## src/rtl/l3_port_arbiter_if.sv

```systemverilog
// Bundle of L2-side and L3-side signals of the L3 port arbiter.
// master = arbiter view, slave = surrounding L2/L3 environment view.
interface l3_port_arbiter_if #(
  parameter int NUM_REQ = 4,
  parameter int ADDR_W  = 32,
  parameter int LINE_W  = 128
) ();
  localparam int GID_W = $clog2(NUM_REQ);

  logic [NUM_REQ-1:0]        l2_rd_req;
  logic [NUM_REQ-1:0]        l2_wb_req;
  logic [NUM_REQ*ADDR_W-1:0] l2_addr;
  logic [NUM_REQ*LINE_W-1:0] l2_wb_data;
  logic [NUM_REQ-1:0]        l2_rd_done;
  logic [NUM_REQ-1:0]        l2_wb_done;
  logic [LINE_W-1:0]         l2_rd_data;
  logic                      l3_rd_req;
  logic                      l3_wb_req;
  logic [ADDR_W-1:0]         l3_addr;
  logic [LINE_W-1:0]         l3_wb_data;
  logic                      L3_ready;
  logic [LINE_W-1:0]         l3_rd_data;
  logic                      write_back_to_L3_verified;
  logic [GID_W-1:0]          grant_id;
  logic                      busy;
  logic                      timeout_err;

  modport master (
    input  l2_rd_req, l2_wb_req, l2_addr, l2_wb_data,
    input  L3_ready, l3_rd_data, write_back_to_L3_verified,
    output l2_rd_done, l2_wb_done, l2_rd_data,
    output l3_rd_req, l3_wb_req, l3_addr, l3_wb_data,
    output grant_id, busy, timeout_err
  );

  modport slave (
    output l2_rd_req, l2_wb_req, l2_addr, l2_wb_data,
    output L3_ready, l3_rd_data, write_back_to_L3_verified,
    input  l2_rd_done, l2_wb_done, l2_rd_data,
    input  l3_rd_req, l3_wb_req, l3_addr, l3_wb_data,
    input  grant_id, busy, timeout_err
  );
endinterface

```

## src/rtl/l3_port_arbiter.sv

```systemverilog
// Round-robin arbiter sharing one L3 port among NUM_REQ L2 caches,
// one outstanding transaction at a time, with registered outputs and a BUSY timeout.
module l3_port_arbiter #(
  parameter int NUM_REQ        = 4,
  parameter int ADDR_W         = 32,
  parameter int LINE_W         = 128,
  parameter int TIMEOUT_CYCLES = 255
) (
  input logic               clk,
  input logic               reset,
  l3_port_arbiter_if.master bus
);
  localparam int GID_W = $clog2(NUM_REQ);
  localparam int CNT_W = (TIMEOUT_CYCLES < 2) ? 1 : $clog2(TIMEOUT_CYCLES + 1);

  typedef enum logic [1:0] {IDLE, BUSY, RELEASE} state_t;

  state_t             state_reg, state_next;
  logic [GID_W-1:0]   rr_ptr_reg, rr_ptr_next;
  logic               mask_reg, mask_next;
  logic [GID_W-1:0]   grant_id_reg, grant_id_next;
  logic               op_wb_reg, op_wb_next;
  logic [ADDR_W-1:0]  l3_addr_reg, l3_addr_next;
  logic [LINE_W-1:0]  l3_wb_data_reg, l3_wb_data_next;
  logic               l3_rd_req_reg, l3_rd_req_next;
  logic               l3_wb_req_reg, l3_wb_req_next;
  logic [NUM_REQ-1:0] rd_done_reg, rd_done_next;
  logic [NUM_REQ-1:0] wb_done_reg, wb_done_next;
  logic [LINE_W-1:0]  rd_data_reg, rd_data_next;
  logic               busy_reg, busy_next;
  logic               timeout_err_reg, timeout_err_next;
  logic [CNT_W-1:0]   tmo_cnt_reg, tmo_cnt_next;

  // The previous grantee is excluded for the single IDLE cycle after RELEASE.
  logic [NUM_REQ-1:0] req_eligible;
  generate
    for (genvar gi = 0; gi < NUM_REQ; gi++) begin : g_req
      assign req_eligible[gi] = (bus.l2_rd_req[gi] | bus.l2_wb_req[gi]) &
                                ~(mask_reg && (grant_id_reg == GID_W'(gi)));
    end
  endgenerate

  logic             win_found;
  logic [GID_W-1:0] win_idx;
  logic [GID_W-1:0] cand_idx;

  // Scan from the farthest offset down so the closest requester to rr_ptr wins.
  always_comb begin
    win_found = 1'b0;
    win_idx   = rr_ptr_reg;
    cand_idx  = rr_ptr_reg;
    for (int k = NUM_REQ - 1; k >= 0; k--) begin
      cand_idx = rr_ptr_reg + GID_W'(k);
      if (req_eligible[cand_idx]) begin
        win_found = 1'b1;
        win_idx   = cand_idx;
      end
    end
  end

  logic done_hit;
  logic tmo_hit;
  assign done_hit = op_wb_reg ? bus.write_back_to_L3_verified : bus.L3_ready;
  assign tmo_hit  = (TIMEOUT_CYCLES != 0) &&
                    ((32'(tmo_cnt_reg) + 32'd1) == 32'(TIMEOUT_CYCLES));

  always_comb begin
    state_next       = state_reg;
    rr_ptr_next      = rr_ptr_reg;
    mask_next        = 1'b0;
    grant_id_next    = grant_id_reg;
    op_wb_next       = op_wb_reg;
    l3_addr_next     = l3_addr_reg;
    l3_wb_data_next  = l3_wb_data_reg;
    l3_rd_req_next   = l3_rd_req_reg;
    l3_wb_req_next   = l3_wb_req_reg;
    rd_done_next     = '0;
    wb_done_next     = '0;
    rd_data_next     = rd_data_reg;
    busy_next        = busy_reg;
    timeout_err_next = timeout_err_reg;
    tmo_cnt_next     = tmo_cnt_reg;

    unique case (state_reg)
      IDLE: begin
        if (win_found) begin
          grant_id_next   = win_idx;
          op_wb_next      = bus.l2_wb_req[win_idx];
          l3_addr_next    = bus.l2_addr[win_idx*ADDR_W +: ADDR_W];
          l3_wb_data_next = bus.l2_wb_data[win_idx*LINE_W +: LINE_W];
          l3_wb_req_next  = bus.l2_wb_req[win_idx];
          l3_rd_req_next  = ~bus.l2_wb_req[win_idx];
          busy_next       = 1'b1;
          tmo_cnt_next    = '0;
          state_next      = BUSY;
        end
      end
      BUSY: begin
        tmo_cnt_next = (&tmo_cnt_reg) ? tmo_cnt_reg : tmo_cnt_reg + CNT_W'(1);
        if (done_hit) begin
          l3_rd_req_next = 1'b0;
          l3_wb_req_next = 1'b0;
          if (op_wb_reg) begin
            wb_done_next[grant_id_reg] = 1'b1;
          end else begin
            rd_done_next[grant_id_reg] = 1'b1;
            rd_data_next               = bus.l3_rd_data;
          end
          state_next = RELEASE;
        end else if (tmo_hit) begin
          l3_rd_req_next   = 1'b0;
          l3_wb_req_next   = 1'b0;
          timeout_err_next = 1'b1;
          state_next       = RELEASE;
        end
      end
      RELEASE: begin
        rr_ptr_next  = grant_id_reg + GID_W'(1);
        tmo_cnt_next = '0;
        mask_next    = 1'b1;
        busy_next    = 1'b0;
        state_next   = IDLE;
      end
      default: state_next = IDLE;
    endcase
  end

  always_ff @(posedge clk) begin
    if (reset) begin
      state_reg       <= IDLE;
      rr_ptr_reg      <= '0;
      mask_reg        <= 1'b0;
      grant_id_reg    <= '0;
      op_wb_reg       <= 1'b0;
      l3_addr_reg     <= '0;
      l3_wb_data_reg  <= '0;
      l3_rd_req_reg   <= 1'b0;
      l3_wb_req_reg   <= 1'b0;
      rd_done_reg     <= '0;
      wb_done_reg     <= '0;
      rd_data_reg     <= '0;
      busy_reg        <= 1'b0;
      timeout_err_reg <= 1'b0;
      tmo_cnt_reg     <= '0;
    end else begin
      state_reg       <= state_next;
      rr_ptr_reg      <= rr_ptr_next;
      mask_reg        <= mask_next;
      grant_id_reg    <= grant_id_next;
      op_wb_reg       <= op_wb_next;
      l3_addr_reg     <= l3_addr_next;
      l3_wb_data_reg  <= l3_wb_data_next;
      l3_rd_req_reg   <= l3_rd_req_next;
      l3_wb_req_reg   <= l3_wb_req_next;
      rd_done_reg     <= rd_done_next;
      wb_done_reg     <= wb_done_next;
      rd_data_reg     <= rd_data_next;
      busy_reg        <= busy_next;
      timeout_err_reg <= timeout_err_next;
      tmo_cnt_reg     <= tmo_cnt_next;
    end
  end

  assign bus.l2_rd_done  = rd_done_reg;
  assign bus.l2_wb_done  = wb_done_reg;
  assign bus.l2_rd_data  = rd_data_reg;
  assign bus.l3_rd_req   = l3_rd_req_reg;
  assign bus.l3_wb_req   = l3_wb_req_reg;
  assign bus.l3_addr     = l3_addr_reg;
  assign bus.l3_wb_data  = l3_wb_data_reg;
  assign bus.grant_id    = grant_id_reg;
  assign bus.busy        = busy_reg;
  assign bus.timeout_err = timeout_err_reg;
endmodule

```

## src/flat_wrapper.sv

```systemverilog
// flat-port wrapper written by rule: the top's interface ports become plain ports
module l3_port_arbiter_flat 
#(
  parameter int NUM_REQ        = 4,
  parameter int ADDR_W         = 32,
  parameter int LINE_W         = 128,
  parameter int TIMEOUT_CYCLES = 255
)
  (clk, reset, bus_l2_rd_req, bus_l2_wb_req, bus_l2_addr, bus_l2_wb_data, bus_L3_ready, bus_l3_rd_data, bus_write_back_to_L3_verified, bus_l2_rd_done, bus_l2_wb_done, bus_l2_rd_data, bus_l3_rd_req, bus_l3_wb_req, bus_l3_addr, bus_l3_wb_data, bus_grant_id, bus_busy, bus_timeout_err);
  l3_port_arbiter_if #(.NUM_REQ(NUM_REQ), .ADDR_W(ADDR_W), .LINE_W(LINE_W)) bus_i ();
  input logic clk;
  input logic reset;
  input wire logic [$bits(bus_i.l2_rd_req)-1:0] bus_l2_rd_req;
  input wire logic [$bits(bus_i.l2_wb_req)-1:0] bus_l2_wb_req;
  input wire logic [$bits(bus_i.l2_addr)-1:0] bus_l2_addr;
  input wire logic [$bits(bus_i.l2_wb_data)-1:0] bus_l2_wb_data;
  input wire logic [$bits(bus_i.L3_ready)-1:0] bus_L3_ready;
  input wire logic [$bits(bus_i.l3_rd_data)-1:0] bus_l3_rd_data;
  input wire logic [$bits(bus_i.write_back_to_L3_verified)-1:0] bus_write_back_to_L3_verified;
  output wire logic [$bits(bus_i.l2_rd_done)-1:0] bus_l2_rd_done;
  output wire logic [$bits(bus_i.l2_wb_done)-1:0] bus_l2_wb_done;
  output wire logic [$bits(bus_i.l2_rd_data)-1:0] bus_l2_rd_data;
  output wire logic [$bits(bus_i.l3_rd_req)-1:0] bus_l3_rd_req;
  output wire logic [$bits(bus_i.l3_wb_req)-1:0] bus_l3_wb_req;
  output wire logic [$bits(bus_i.l3_addr)-1:0] bus_l3_addr;
  output wire logic [$bits(bus_i.l3_wb_data)-1:0] bus_l3_wb_data;
  output wire logic [$bits(bus_i.grant_id)-1:0] bus_grant_id;
  output wire logic [$bits(bus_i.busy)-1:0] bus_busy;
  output wire logic [$bits(bus_i.timeout_err)-1:0] bus_timeout_err;
  assign bus_i.l2_rd_req = bus_l2_rd_req;
  assign bus_i.l2_wb_req = bus_l2_wb_req;
  assign bus_i.l2_addr = bus_l2_addr;
  assign bus_i.l2_wb_data = bus_l2_wb_data;
  assign bus_i.L3_ready = bus_L3_ready;
  assign bus_i.l3_rd_data = bus_l3_rd_data;
  assign bus_i.write_back_to_L3_verified = bus_write_back_to_L3_verified;
  assign bus_l2_rd_done = bus_i.l2_rd_done;
  assign bus_l2_wb_done = bus_i.l2_wb_done;
  assign bus_l2_rd_data = bus_i.l2_rd_data;
  assign bus_l3_rd_req = bus_i.l3_rd_req;
  assign bus_l3_wb_req = bus_i.l3_wb_req;
  assign bus_l3_addr = bus_i.l3_addr;
  assign bus_l3_wb_data = bus_i.l3_wb_data;
  assign bus_grant_id = bus_i.grant_id;
  assign bus_busy = bus_i.busy;
  assign bus_timeout_err = bus_i.timeout_err;
  l3_port_arbiter #(.NUM_REQ(NUM_REQ), .ADDR_W(ADDR_W), .LINE_W(LINE_W), .TIMEOUT_CYCLES(TIMEOUT_CYCLES)) u_core (.clk(clk), .reset(reset), .bus(bus_i));
endmodule
```

## config.mk

```make
export PLATFORM = sky130hd
export DESIGN_NAME = l3_port_arbiter_flat
export DESIGN_NICKNAME = d
export VERILOG_FILES = /design/src/rtl/l3_port_arbiter_if.sv /design/src/rtl/l3_port_arbiter.sv /design/src/flat_wrapper.sv
export SDC_FILE = /design/constraint.sdc
export NUM_CORES = 1
export LEC_CHECK = 0
export CORE_AREA = 10 10 409 411
export CTS_CLUSTER_DIAMETER = 50
export DETAILED_ROUTE_END_ITERATION = 16
export DIE_AREA = 0 0 419 421
export PLACE_DENSITY = 0.36
export REMOVE_ABC_BUFFERS = 1
export SLEW_MARGIN = 0
export SYNTH_ARGS = -nofsm -noshare
export SYNTH_HDL_FRONTEND = slang
export SYNTH_SLANG_ARGS = --single-unit
```

## constraint.sdc

```tcl
create_clock -name clk -period 4.4 [get_ports clk]
set_input_delay 0.66 -clock clk [delete_from_list [all_inputs] [get_ports clk]]
set_output_delay 0.66 -clock clk [all_outputs]
set_load 0.01 [all_outputs]
```

==> metrics, run 1 <==
Initial Util 9.94%; most numerous cell on the critical path buf_12; Setup Buffers After CTS 0; Reg2Reg Launch Point u_core.bus.grant_id[0]$_SDFFE_PP0P_; CP max-delay cell mux2i_1; worst vdd ir 0.248 mV; leakage 0.0127 uW; Critical Path Max Stage Delay 0.49 ns; Final min period 3.25 ns; Avg Cell Area, Syn 9.83 um^2; R2R cell count 9; H-tree lvl count 3; dpl ws 0.899 ns; drt drc 0; Max-cap violations 0; Total Routing Usage GR 12.6%; Synth cell types 50; Critical Path End Type flip-flop; Vias 16600; clock-pin transition on the worst setup and hold timing paths 0.05 ns; Ports 1082; Final Setup Violations 0; Mapped Area 15800 um^2; largest net degree at the start of global routing 129; final number of max-transition violations 0; starting DRC count in detailed routing 673; Critical Path Source u_core.bus.grant_id[0]$_SDFFE_PP0P_; DPL Wire Length 95900 um; Port Buffers 1081; vias in the first global route 17800; initial antenna violation count 8; routability cong. 0.838; CTS Root Cell clkbuf_16; Power Dens Cells 411 nW/um^2; unrepaired setup endpoints after global routing no; Die H 421 um; Min-Delay Path Class input port to flip-flop; die area 176000 um^2; Yosys reg bits 316; total CTS buffers 84; measured slew at the worst slew-check pin 0.870 ns; first-pass GRT wire length 157000 um; Setup TNS 0 ns; final wirelength 117000 um; drt via density 3.43; outcome complete, no violations; final worst slack 1.15 ns; CP Cell Sequence inv_1 -> ha_1 -> a2bb2oi_1 -> a311oi_1 -> a221oi_4 -> buf_12 -> buf_12 -> mux2i_1 -> o221ai_2; fraction of layout cells with a size suffix above 1 11.9%; Worst-Skew Late Latency 0.66 ns; CTS tree yes; Sink Count 316; Hold Buf Count CTS 0; Detailed Routing Iterations Pass 1 5; post-CTS sizing 0; Chip Width 419 um; Wirelength per Cell 24.1 um; sequential area share after synthesis 39.9%; Tot Pwr 13100 uW; Critical R2R Capture u_core.bus.l3_wb_data[14]$_SDFFE_PP0P_; Worst Path Required 4.92 ns; final worst path period share 73.9%; ranking of synthesized cells by area dfxtp_1 (40%), mux2i_1 (20%), o221ai_2 (12%); core area 159000 um^2; WS Path Type flip-flop to flip-flop; Synth top area share 39.9%; asr flop ratio synth 0%; setup slack, reg-to-reg 1.15 ns; Achievable Freq 308 MHz; hold slack 0.393 ns; slew margin rel. 42.0%; clk_skew 0.0333 ns; GRT overflow 0; Routed Antenna Nets 0; Final nets 3476; CP Launch Type flip-flop; deepest clock path buffer count 3; Yosys top cell by area dfxtp_1; Setup crit end u_core.bus.l3_wb_data[14]$_SDFFE_PP0P_; Syn-to-layout area delta 101%; warnings from Yosys 0; Mapped Cells 1612; Rows 147; EDFF count, synth 0; Final Hold Fails 0; CP Max Fanout 51; CP arrival 3.77 ns; ys flop type dfxtp_1
cells by family (layout without fill, tap and decap cells):
group,count (synthesis),after routing,synth area share [%]
multiplexers,323,323,20.4
buffers and inverters,144,1289,6.59
AO/OA/AOI/OAI,339,339,20.6
other,0,2,0
AND/OR/NAND/NOR,482,482,11.9
adder cells (fa/ha/maj),6,6,0.474
flip-flops,316,316,39.9
XOR/XNOR,2,2,0.111
where the power goes:
part | internal [uW] | total (uW) | switching [uW]
clock | 4350 | 6500 | 2150
combinational | 1670 | 3140 | 1470
sequential | 3200 | 3440 | 239
synthesized netlist by cell type (7+ instances only):
| library cell | number |
|---|---|
| o221ai_2 | 129 |
| buf_2 | 37 |
| nand2_1 | 429 |
| buf_8 | 8 |
| o221ai_1 | 33 |
| nor2_1 | 19 |
| buf_12 | 15 |
| and2_1 | 11 |
| clkbuf_4 | 8 |
| a21oi_1 | 138 |
| dfxtp_1 | 316 |
| nor2b_1 | 7 |
| buf_6 | 10 |
| clkbuf_1 | 53 |
| mux2i_1 | 323 |
per-stage QoR:
stage | util (%) | cell area [um^2] | std cells
after floorplan | - | 14800 | 1475
after global placement | 18.1 | 28800 | 4690
after detailed placement | 18.1 | 28800 | 4690
after CTS | 19.9 | 31800 | 4843
after global routing | 19.9 | 31800 | 4844
final | 19.9 | 31800 | 4845
worst max-delay path, delay by kind of cell (launching register included):
kind	cells	cell delay, ns
adders and majority gates	1	0.29
muxes	1	0.49
AOI/OAI and AO/OA	4	0.96
buffers and inverters	3	0.74
DFF	1	0.48
how the worst min path moves through the flow:
| stage | from | to | slack, ns | depth (start not counted) |
|---|---|---|---|---|
| 4_1_cts | reset | u_core.bus.timeout_err$_SDFFE_PP0P_ | 0.31 | 2 |
| 5_1_grt | reset | u_core.tmo_cnt_reg[6]$_SDFFE_PP0P_ | 0.35 | 2 |
| 2_1_floorplan | u_core.op_wb_reg$_SDFFE_PP0P_ | u_core.op_wb_reg$_SDFFE_PP0P_ | 0.45 | 1 |
| 3_3_place_gp | u_core.bus.l3_wb_req$_SDFFE_PP0P_ | u_core.bus.l3_wb_req$_SDFFE_PP0P_ | 0.44 | 1 |
| 6_report | reset | u_core.bus.timeout_err$_SDFFE_PP0P_ | 0.39 | 2 |
| 3_5_place_dp | u_core.bus.l3_wb_req$_SDFFE_PP0P_ | u_core.bus.l3_wb_req$_SDFFE_PP0P_ | 0.44 | 1 |
cell usage in the layout, fill, tap and decap left out, types with 4 or more instances in the layout:
| cell | synthesis | final |
|---|---|---|
| clkbuf_8 | 0 | 18 |
| nand2_1 | 429 | 427 |
| and2_1 | 11 | 10 |
| inv_1 | 6 | 6 |
| nor2_1 | 19 | 19 |
| dfxtp_1 | 316 | 316 |
| inv_6 | 0 | 4 |
| o21ai_0 | 6 | 6 |
| o221ai_1 | 33 | 33 |
| bufinv_16 | 0 | 9 |
| buf_12 | 15 | 15 |
| o31ai_1 | 6 | 6 |
| o221ai_2 | 129 | 129 |
| a21oi_1 | 138 | 138 |
| buf_4 | 5 | 34 |
| o2bb2ai_1 | 4 | 4 |
| mux2i_1 | 323 | 323 |
| ha_1 | 6 | 6 |
| clkbuf_16 | 0 | 84 |
| clkdlybuf4s50_1 | 0 | 1080 |
| clkinv_2 | 0 | 14 |
| clkbuf_1 | 53 | 13 |
| nor2b_1 | 7 | 7 |
layout make-up:
type | instances | area, um^2
diodes | 2 | 5.00
clock buffers | 115 | 2400
clock inverters | 38 | 562
fillers | 17500 | 128000
inverters | 7 | 26.3
multi-input cells | 1152 | 8520
flip-flops and latches | 316 | 6330
well taps | 2086 | 2610
repair buffers | 1129 | 11400
layer usage:
metal	GRT usage, %	vias to the layer above	routed length [um]
met5	0	-	8
met4	2.91	2	2460
met3	4.93	127	9860
met2	23.4	588	60900
met1	13.3	7877	43700
li1	-	8045	-
Power figures use the tool's default switching activity.
==> run 2, diff against run 1 <==
- CORE_AREA: 10 10 409 411 -> 10 10 413 415
- DIE_AREA: 0 0 419 421 -> 0 0 423 425
- clock period: 4.4 -> 3 ns (I/O delays scaled with it)
==> run 2 against run 1 <==
Effect of this change:
- final cell count is 3.0% higher
- sequential share of layout area shrank 0.35 points
- maximum frequency increased by 15%
- critical path depth down 1
- highest routed layer unchanged
- sequential power increased by 47%
- worst hold slack lost 0.18 ns
- core utilization barely moved
- first-iteration DRC count increased by 12%
==> metrics, run 2 (synthesis results as in run 1) <==
outcome complete, no violations; R2R cell count 8 (-1); H-tree lvl count 3 (unchanged); worst vdd ir 0.331 mV (+34%); Wirelength per Cell 23.6 um (-2.1%); routability cong. 0.822 (-2.0%); Final min period 2.83 ns (-0.416 ns); Critical Path End Type flip-flop; DPL Wire Length 97200 um (+1.4%); commonest cells after routing, fill and taps aside clkdlybuf4s50_1 (1080), nand2_1 (427), mux2i_1 (321); largest net degree at the start of global routing 94 (-27%); clock-pin transition on the worst setup and hold timing paths 0.05 ns (about the same); CP Launch Type flip-flop; unrepaired setup endpoints after global routing no; final worst slack 0.166 ns (-0.984 ns); drt drc 0 (unchanged); GRT overflow 0 (unchanged); CTS tree yes; vias in the first global route 17900 (+0.63%); final number of max-transition violations 0 (unchanged); fillers 17800 (+1.5%); initial antenna violation count 8 (unchanged); Routed Antenna Nets 0 (unchanged); final worst path period share 94.5% (+21 points); hold slack 0.216 ns (-0.177 ns); Min-Delay Path Class input port to flip-flop; die area 180000 um^2 (+1.9%); Rows 148 (+0.68%); Die H 425 um (+0.95%); core area 162000 um^2 (+1.6%); leakage 0.0130 uW (+2.1%); Max-cap violations 0 (unchanged); CP Max Fanout 23 (-55%); Worst-Skew Late Latency 0.65 ns (about the same); drt via density 3.34 (-2.7%); GRT met1 Usage 12.9% (-0.43 points); GR Util met3 4.75% (-0.18 points); CP arrival 3.34 ns (-0.43 ns); measured slew at the worst slew-check pin 0.785 ns (-0.0845 ns); Detailed Routing Iterations Pass 1 5 (unchanged); Vias 16700 (+0.20%); GRT Max-Usage Layer met2; WS Path Type flip-flop to flip-flop; Hold Buf Count CTS 0 (unchanged); Initial Util 9.78% (-0.16 points); first-pass GRT wire length 157000 um (about the same); Ports 1082 (unchanged); Final Setup Violations 0 (unchanged); clk_skew 0.0250 ns (-0.00832 ns); Setup TNS 0 ns (unchanged); Worst Path Required 3.51 ns (-1.41 ns); final wirelength 118000 um (+0.84%); starting DRC count in detailed routing 751 (+12%); Total Routing Usage GR 12.4% (-0.28 points); Chip Width 423 um (+0.95%); hold path depth 2 (unchanged); slew margin rel. 47.5% (+5.5 points); Setup Buffers After CTS 0 (unchanged); Final Hold Fails 0 (unchanged); dpl ws -0.352 ns (-1.25 ns); Final nets 3534 (+1.7%); Port Buffers 1081 (unchanged); most common cell after layout, fill and taps aside clkdlybuf4s50_1; fraction of layout cells with a size suffix above 1 13.6% (+1.7 points); Syn-to-layout area delta 104%; met2 Use GR 23.2% (-0.17 points); deepest clock path buffer count 3 (unchanged); total CTS buffers 79 (-6.0%); Sink Count 316 (unchanged); Achievable Freq 353 MHz (+15%); Power Dens Cells 581 nW/um^2 (+41%); Final Core Density 20.0% (+0.038 points); CTS Root Cell clkbuf_16
## run 2: cell types whose count changed in the layout (fill, tap and decap cells not counted), sizes merged
cell,previous run,this run
buf,49,112
diode,2,7
clkbuf,115,103
inv,13,17
clkinvlp,3,1
bufinv,9,10
clkinv,20,16
## run 2: critical path: stages (launching register included)
cell and delay (ns):
dfxtp_1 0.41, ha_1 0.32, o2bb2ai_1 0.20, o21ai_0 0.20, a221oi_4 0.32, buf_12 0.26, buf_12 0.26, mux2i_1 0.46
o221ai_1 0.16
## run 2: per-layer routing
metal / wire [um] / vias to the layer above
li1: - / 8156
met1: 43500 / 7847
met2: 63100 / 554
met3: 9120 / 113
met4: 2240 / 2
met5: 17 / -
## run 2: final cells by class
| cell class | count | area, um^2 | share of cell area, % |
|---|---|---|---|
| diodes | 7 | 17.5 | 0.0541 |
| clock buffers | 103 | 2190 | 6.75 |
| clock inverters | 37 | 520 | 1.61 |
| inverters | 7 | 26.3 | 0.0811 |
| multi-input cells | 1152 | 8530 | 26.4 |
| flip-flops and latches | 316 | 6330 | 19.5 |
| well taps | 2175 | 2720 | 8.40 |
| repair buffers | 1192 | 12100 | 37.2 |
## run 2: timing repair
item | CTS | global route
gates resized for setup | 2 | 1
endpoints found under the setup margin | 1 | 1
gates cloned | 0 | 0
hold endpoints to repair | 0 | 0
## run 2: path summary, 6_finish.rpt
kind	startpoint	end	slack, ns
setup / recovery	u_core.bus.grant_id[1]$_SDFFE_PP0P_	u_core.bus.l3_addr[31]$_SDFFE_PP0P_	0.17
hold / removal	reset	u_core.bus.timeout_err$_SDFFE_PP0P_	0.22
setup reg to reg	u_core.bus.grant_id[1]$_SDFFE_PP0P_	u_core.bus.l3_addr[31]$_SDFFE_PP0P_	0.17
hold reg to reg	u_core.bus.l2_rd_data[23]$_SDFFE_PP0P_	u_core.bus.l2_rd_data[23]$_SDFFE_PP0P_	0.45
## run 2: power breakdown
part	switching [uW]	internal, uW	leakage [uW]
Combinational	2180	2600	0.00908
Clock	3010	5980	0.00134
Sequential	360	4690	0.00259
Total	5550	13300	0.0130
## run 2: metrics by stage
stage	total power (uW)	area (um^2)	cells
after global placement	10100	29600	4842
after floorplan	7370	14800	1475
after global routing	19800	32400	4987
after detailed placement	10100	29600	4842
after CTS	19400	32400	4982
final	18800	32400	4989
